[config.mk]
export PLATFORM = sky130hd
export DESIGN_NAME = mac_result_drain
export DESIGN_NICKNAME = d
export VERILOG_FILES = /design/src/rtl/mac_pkg.sv /design/src/rtl/mac_lane_snapshot.sv /design/src/rtl/mac_result_drain.sv
export SDC_FILE = /design/constraint.sdc
export NUM_CORES = 1
export LEC_CHECK = 0
export CAP_MARGIN = 20
export CORE_ASPECT_RATIO = 0.6
export CORE_UTILIZATION = 25
export CTS_CLUSTER_DIAMETER = 50
export CTS_CLUSTER_SIZE = 12
export DETAILED_ROUTE_END_ITERATION = 10
export PLACE_DENSITY_LB_ADDON = 0.12
export SLEW_MARGIN = 20
export SYNTH_ARGS = -nofsm -noshare
export SYNTH_HDL_FRONTEND = slang
export SYNTH_HIERARCHICAL = 1
export SYNTH_SLANG_ARGS = --single-unit
[constraint.sdc]
create_clock -name clk -period 7.29 [get_ports clk]
set_clock_uncertainty 0.15 [all_clocks]
set_input_delay 1.458 -clock clk [delete_from_list [all_inputs] [get_ports clk]]
set_output_delay 1.458 -clock clk [all_outputs]
set_load 0.05 [all_outputs]
[src/rtl/mac_pkg.sv]
// Shared defaults and types for the MAC result drain path.
package mac_pkg;

  localparam int MAC_NUM_LANES    = 16;
  localparam int MAC_OUTPUT_WIDTH = 16;
  localparam int LANE_IDX_W       = $clog2(MAC_NUM_LANES);

  typedef enum logic [0:0] {
    ST_IDLE  = 1'b0,
    ST_DRAIN = 1'b1
  } drain_state_e;

endpackage

[src/rtl/mac_lane_snapshot.sv]
// Lane snapshot register with optional ReLU at capture time and an indexed read port.
module mac_lane_snapshot import mac_pkg::*; #(
  parameter int NUM_LANES    = MAC_NUM_LANES,
  parameter int OUTPUT_WIDTH = MAC_OUTPUT_WIDTH,
  parameter int RELU_EN      = 0,
  parameter int IDX_W        = (NUM_LANES > 1) ? $clog2(NUM_LANES) : 1
) (
  input  logic                              clk,
  input  logic                              arst_n_in,
  input  logic                              load,
  input  logic [NUM_LANES*OUTPUT_WIDTH-1:0] lanes_in,
  input  logic [IDX_W-1:0]                  rd_idx,
  output logic [OUTPUT_WIDTH-1:0]           rd_data
);

  logic [OUTPUT_WIDTH-1:0] snap_r [NUM_LANES];
  logic [OUTPUT_WIDTH-1:0] lane_s [NUM_LANES];

  function automatic logic [OUTPUT_WIDTH-1:0] relu_f(input logic [OUTPUT_WIDTH-1:0] v);
    if ((RELU_EN != 0) && v[OUTPUT_WIDTH-1]) begin
      relu_f = {OUTPUT_WIDTH{1'b0}};
    end else begin
      relu_f = v;
    end
  endfunction

  for (genvar g = 0; g < NUM_LANES; g++) begin : g_unpack
    assign lane_s[g] = lanes_in[g*OUTPUT_WIDTH +: OUTPUT_WIDTH];
  end

  // Snapshot register: all lanes are loaded together on a capture.
  always_ff @(posedge clk or negedge arst_n_in) begin
    if (!arst_n_in) begin
      for (int i = 0; i < NUM_LANES; i++) snap_r[i] <= {OUTPUT_WIDTH{1'b0}};
    end else if (load) begin
      for (int i = 0; i < NUM_LANES; i++) snap_r[i] <= relu_f(lane_s[i]);
    end
  end

  // During a load the fresh lane bypasses the register so the first beat is ready next cycle.
  always_comb begin
    rd_data = {OUTPUT_WIDTH{1'b0}};
    if (load) begin
      rd_data = relu_f(lane_s[rd_idx]);
    end else begin
      rd_data = snap_r[rd_idx];
    end
  end

endmodule

[src/rtl/mac_result_drain.sv]
// Captures the MAC array lane results and streams them one lane per beat with incrementing addresses.
module mac_result_drain import mac_pkg::*; #(
  parameter int NUM_LANES    = MAC_NUM_LANES,
  parameter int OUTPUT_WIDTH = MAC_OUTPUT_WIDTH,
  parameter int ADDR_WIDTH   = 16,
  parameter int RELU_EN      = 0
) (
  input  logic                              clk,
  input  logic                              arst_n_in,
  input  logic                              capture,
  input  logic [ADDR_WIDTH-1:0]             base_addr,
  input  logic [NUM_LANES*OUTPUT_WIDTH-1:0] lanes_in,
  output logic                              out_valid,
  input  logic                              out_ready,
  output logic [OUTPUT_WIDTH-1:0]           out_data,
  output logic [ADDR_WIDTH-1:0]             out_addr,
  output logic                              out_last,
  output logic                              busy,
  output logic                              capture_drop,
  input  logic                              clear_err
);

  localparam int               IDX_W    = (NUM_LANES > 1) ? $clog2(NUM_LANES) : 1;
  localparam logic [IDX_W-1:0] LAST_IDX = IDX_W'(NUM_LANES - 1);

  drain_state_e            state_r, state_nxt_s;
  logic [IDX_W-1:0]        idx_r, idx_nxt_s;
  logic [ADDR_WIDTH-1:0]   base_r, base_nxt_s;
  logic                    load_s, drop_set_s, fire_s, valid_nxt_s;
  logic [OUTPUT_WIDTH-1:0] rd_data_s, data_nxt_s;
  logic [ADDR_WIDTH-1:0]   addr_nxt_s;
  logic                    out_valid_r, out_last_r, busy_r, drop_r;
  logic [OUTPUT_WIDTH-1:0] out_data_r;
  logic [ADDR_WIDTH-1:0]   out_addr_r;

  mac_lane_snapshot #(
    .NUM_LANES    (NUM_LANES),
    .OUTPUT_WIDTH (OUTPUT_WIDTH),
    .RELU_EN      (RELU_EN),
    .IDX_W        (IDX_W)
  ) u_snapshot (
    .clk       (clk),
    .arst_n_in (arst_n_in),
    .load      (load_s),
    .lanes_in  (lanes_in),
    .rd_idx    (idx_nxt_s),
    .rd_data   (rd_data_s)
  );

  assign fire_s = out_valid_r && out_ready;

  // Next-state, lane index and capture acceptance.
  always_comb begin
    state_nxt_s = state_r;
    idx_nxt_s   = idx_r;
    base_nxt_s  = base_r;
    load_s      = 1'b0;
    drop_set_s  = 1'b0;
    case (state_r)
      ST_IDLE: begin
        if (capture) begin
          load_s      = 1'b1;
          state_nxt_s = ST_DRAIN;
          idx_nxt_s   = {IDX_W{1'b0}};
          base_nxt_s  = base_addr;
        end else begin
          state_nxt_s = ST_IDLE;
        end
      end
      ST_DRAIN: begin
        if (fire_s && (idx_r == LAST_IDX)) begin
          idx_nxt_s = {IDX_W{1'b0}};
          if (capture) begin
            load_s      = 1'b1;
            state_nxt_s = ST_DRAIN;
            base_nxt_s  = base_addr;
          end else begin
            state_nxt_s = ST_IDLE;
          end
        end else begin
          if (fire_s) begin
            idx_nxt_s = idx_r + IDX_W'(1);
          end else begin
            idx_nxt_s = idx_r;
          end
          drop_set_s = capture;
        end
      end
      default: begin
        state_nxt_s = ST_IDLE;
        idx_nxt_s   = {IDX_W{1'b0}};
      end
    endcase
  end

  // Next beat contents; idle beats are zeroed.
  always_comb begin
    valid_nxt_s = (state_nxt_s == ST_DRAIN);
    data_nxt_s  = {OUTPUT_WIDTH{1'b0}};
    addr_nxt_s  = {ADDR_WIDTH{1'b0}};
    if (valid_nxt_s) begin
      data_nxt_s = rd_data_s;
      addr_nxt_s = base_nxt_s + ADDR_WIDTH'(idx_nxt_s);
    end else begin
      data_nxt_s = {OUTPUT_WIDTH{1'b0}};
      addr_nxt_s = {ADDR_WIDTH{1'b0}};
    end
  end

  // State, index and base registers.
  always_ff @(posedge clk or negedge arst_n_in) begin
    if (!arst_n_in) begin
      state_r <= ST_IDLE;
      idx_r   <= {IDX_W{1'b0}};
      base_r  <= {ADDR_WIDTH{1'b0}};
    end else begin
      state_r <= state_nxt_s;
      idx_r   <= idx_nxt_s;
      base_r  <= base_nxt_s;
    end
  end

  // Registered stream outputs and the sticky drop flag (set beats clear).
  always_ff @(posedge clk or negedge arst_n_in) begin
    if (!arst_n_in) begin
      out_valid_r <= 1'b0;
      out_last_r  <= 1'b0;
      busy_r      <= 1'b0;
      out_data_r  <= {OUTPUT_WIDTH{1'b0}};
      out_addr_r  <= {ADDR_WIDTH{1'b0}};
      drop_r      <= 1'b0;
    end else begin
      out_valid_r <= valid_nxt_s;
      busy_r      <= valid_nxt_s;
      out_last_r  <= valid_nxt_s && (idx_nxt_s == LAST_IDX);
      out_data_r  <= data_nxt_s;
      out_addr_r  <= addr_nxt_s;
      if (drop_set_s) begin
        drop_r <= 1'b1;
      end else if (clear_err) begin
        drop_r <= 1'b0;
      end
    end
  end

  assign out_valid    = out_valid_r;
  assign out_last     = out_last_r;
  assign busy         = busy_r;
  assign out_data     = out_data_r;
  assign out_addr     = out_addr_r;
  assign capture_drop = drop_r;

endmodule

==> out/results.tsv <==
metric	value	unit
number of synthesized register bits	311	
Worst Tran Pin Value	1.05	ns
row count	72	
clk root buf	clkbuf_16	
minimum clock period	5.27	ns
post-CTS setup buffers	0	
Worst Hold Depth	2	
cell accounting for the most synthesized area	dfrtp_1	
post-route antenna net violation count	0	
Vias/cell	4.76	
Final Wtd Congestion	0.813	
Worst IR Drop VDD	0.000249	V
drt wl/cell	24.5	microns
fillcell total	6618	
routed length on met3	3.00	mm
syn_nets	1611	
share of cells above drive strength 1	0.235	
Layout Cells excl Fill	2528	
Slew HR	0.296	
Yosys top cell area share	0.468	
Synth Cell Area	0.0166	sq mm
hold-fix buffer count after cts	0	
highest routed layer	met5	
worst-case reg-to-reg path depth	10	
Mapped Cells	1328	
DIE HEIGHT	202	microns
FMAX	190	MHz
register area share after synthesis	0.468	
CP arrival	5.63	ns
r2r endpoint	out_data[6]$_DFF_PN0_	
startpoint class of the critical path	input pin	
Critical Path Fanout Max	82	
Iter 0 DRT Violations	786	
drt total wl	61.9	mm
Reg clk slew, reported paths	0.06	ns
GRT Total Usage	0.181	
Critical Path End Type	flip-flop	
met1 wire length	31.8	mm
Pwr Density	466	mW/mm^2
Hold Path Sink	base_r[2]$_DFF_PN0_	
Post-Syn Area per Cell	12.5	sq um
Placed Cells	2447	
Min-Delay Startpoint	base_r[2]$_DFF_PN0_	
Setup Viol. Count Final	0	
async set or reset register ratio after synthesis	1.00	
HPWL Detailed	45.3	mm
DRC	0	
total of max-cap violations	0	
Max H-tree Level	2	
aggregate global routing overflow	0	
Pleak	0.00922	uW
Clk Latency, worst-skew pair	0.57	ns
initial antenna violation count	10	
DIE AREA	0.0676	sq mm
metal2 WL	26.0	mm
Seq pwr share	0.293	
clk buf depth	3	
core box area	0.0650	sq mm
Port Buffers	312	
Final Core Density	0.334	
synthesis-to-finish area growth	30.8	%
P_int	5950	uW
post-route clock period utilization	0.723	
first-pass GRT wire length	89.1	mm
clock sinks	311	
sw power	4190	uW
Layout Nets	1885	
Yosys Warn Count	6	
CTS tree	done	
multi-input logic area	0.00808	sq mm
RSZ-0062 raised after global routing	no	
WP data required	7.65	ns
number of synthesized flops with an enable pin	0	
highest-count cells in the layout ignoring fill and taps	311 x dfrtp_1, 311 x clkdlybuf4s50_1, 264 x mux2_2, 259 x mux2i_1, 65 x a22oi_1	
Sw Share	0.413	
initial core utilization	0.256	
largest net degree at the start of global routing	168	
total CTS buffers	41	
Reg2Reg Setup Slack	2.76	ns
final hold violations	0	
combinational share of power	0.502	
Register Area	0.00778	sq mm
FF-to-FF Start	idx_r[0]$_DFF_PN0_	
Crit Path Category	input pin to flip-flop	
Top FF cell, synth	dfrtp_1	
worst hold path class	flip-flop to flip-flop	
Die X	335	microns
DR pass1 iterations	5	
Vias	12034	
TNS Setup	0	ns
final slew viol count	0	
status	finished clean	
vias in the first global route	12488	
# IOs	313	
main area contributors after synthesis	dfrtp_1 47%, mux2_2 18%, mux2i_1 16%	
CTS resizes	0	
clock share of power	0.205	
synth unique cells	48	
worst max-delay path by stage:
stage / startpoint / end / cells past startpoint
floorplan: out_ready / out_addr[14]$_DFF_PN0_ / 14
global placement: out_ready / out_data[6]$_DFF_PN0_ / 10
detailed placement: out_ready / out_data[6]$_DFF_PN0_ / 10
CTS: out_ready / out_data[6]$_DFF_PN0_ / 10
global route: out_ready / out_data[6]$_DFF_PN0_ / 10
finish: out_ready / out_data[6]$_DFF_PN0_ / 10
registers in the layout (all words and copies together), names as in the netlist:
signal and count:
idx_r 4, busy 1, u_snapshot/snap_r 256, out_addr 16
capture_drop 1, out_data 16, out_last 1, base_r 16
logic make-up (layout without fill, tap and decap cells):
group           Yosys count  after routing  synth area share
other cells               0              8                 0
buf+inv                 112            416            0.0468
mux                     531            531             0.342
xor+xnor                  4              4           0.00211
simple gates            189            189            0.0601
compound gates          175            175            0.0759
flops                   311            311             0.468
fa+ha+maj                 6              6           0.00497
layer usage:
| metal | vias up | global-route usage |
|---|---|---|
| met3 | 73 | 0.0364 |
| met5 | - | 0 |
| met1 | 6166 | 0.274 |
| met4 | 4 | 0.0417 |
| met2 | 279 | 0.259 |
| li1 | 5512 | - |
cell usage after synthesis, types with 2 or more instances:
master and count:
a211oi_1 3, a21oi_1 39, a21oi_2 2, a22o_1 34, a22oi_1 65, a31oi_1 22, and2_1 18, and3_1 2
and4_1 5, buf_12 6, buf_2 47, buf_4 19, buf_6 8, buf_8 6, clkbuf_1 15, dfrtp_1 311
ha_1 5, inv_1 8, inv_2 2, mux2_2 264, mux2_4 6, mux2i_1 259, mux2i_2 2, nand2_1 55
nand2b_1 3, nand3_1 37, nand4_1 22, nor2_1 9, nor2b_1 5, nor3_1 22, nor3_2 6, o21ai_0 3
xnor2_1 2, xor2_1 2
power groups by stage:
stage / clock, uW / sequential (uW) / combinational (uW)
after floorplan: 0 / 3170 / 3350
after global placement: 0 / 2980 / 5070
after detailed placement: 0 / 2990 / 5100
after CTS: 2140 / 2960 / 5120
after global routing: 2210 / 3060 / 5440
final: 2080 / 2970 / 5090
critical path, stage by stage:
cell and delay [ns]:
clkdlybuf4s50_1 0.53, and4_4 0.24, o21ai_4 0.50, clkinv_8 0.48, buf_4 0.54, nand2b_1 0.66, a21oi_1 0.47, nand3_1 0.31
nand3_1 0.17, and2_1 0.13
per-stage QoR:
stage	instance area, sq um	hold WS (ns)	setup slack, ns	power (uW)
global placement	20300	0.319	1.40	8050
global route	21700	0.362	1.84	10700
floorplan	16600	0.294	3.46	6520
CTS	21700	0.357	2.02	10200
detailed placement	20300	0.338	1.43	8090
finish	21700	0.345	2.02	10100
layout make-up:
cell class                 instances  area share
multi-input combinational        905       0.372
sequential                       311       0.358
timing repair buffer             332       0.153
clock buffer                      50      0.0521
tap                              888      0.0511
clock inverter                    23      0.0110
inverter                          11     0.00282
antenna                            8    0.000921
Note: power is estimated with default switching activity, not from simulation.
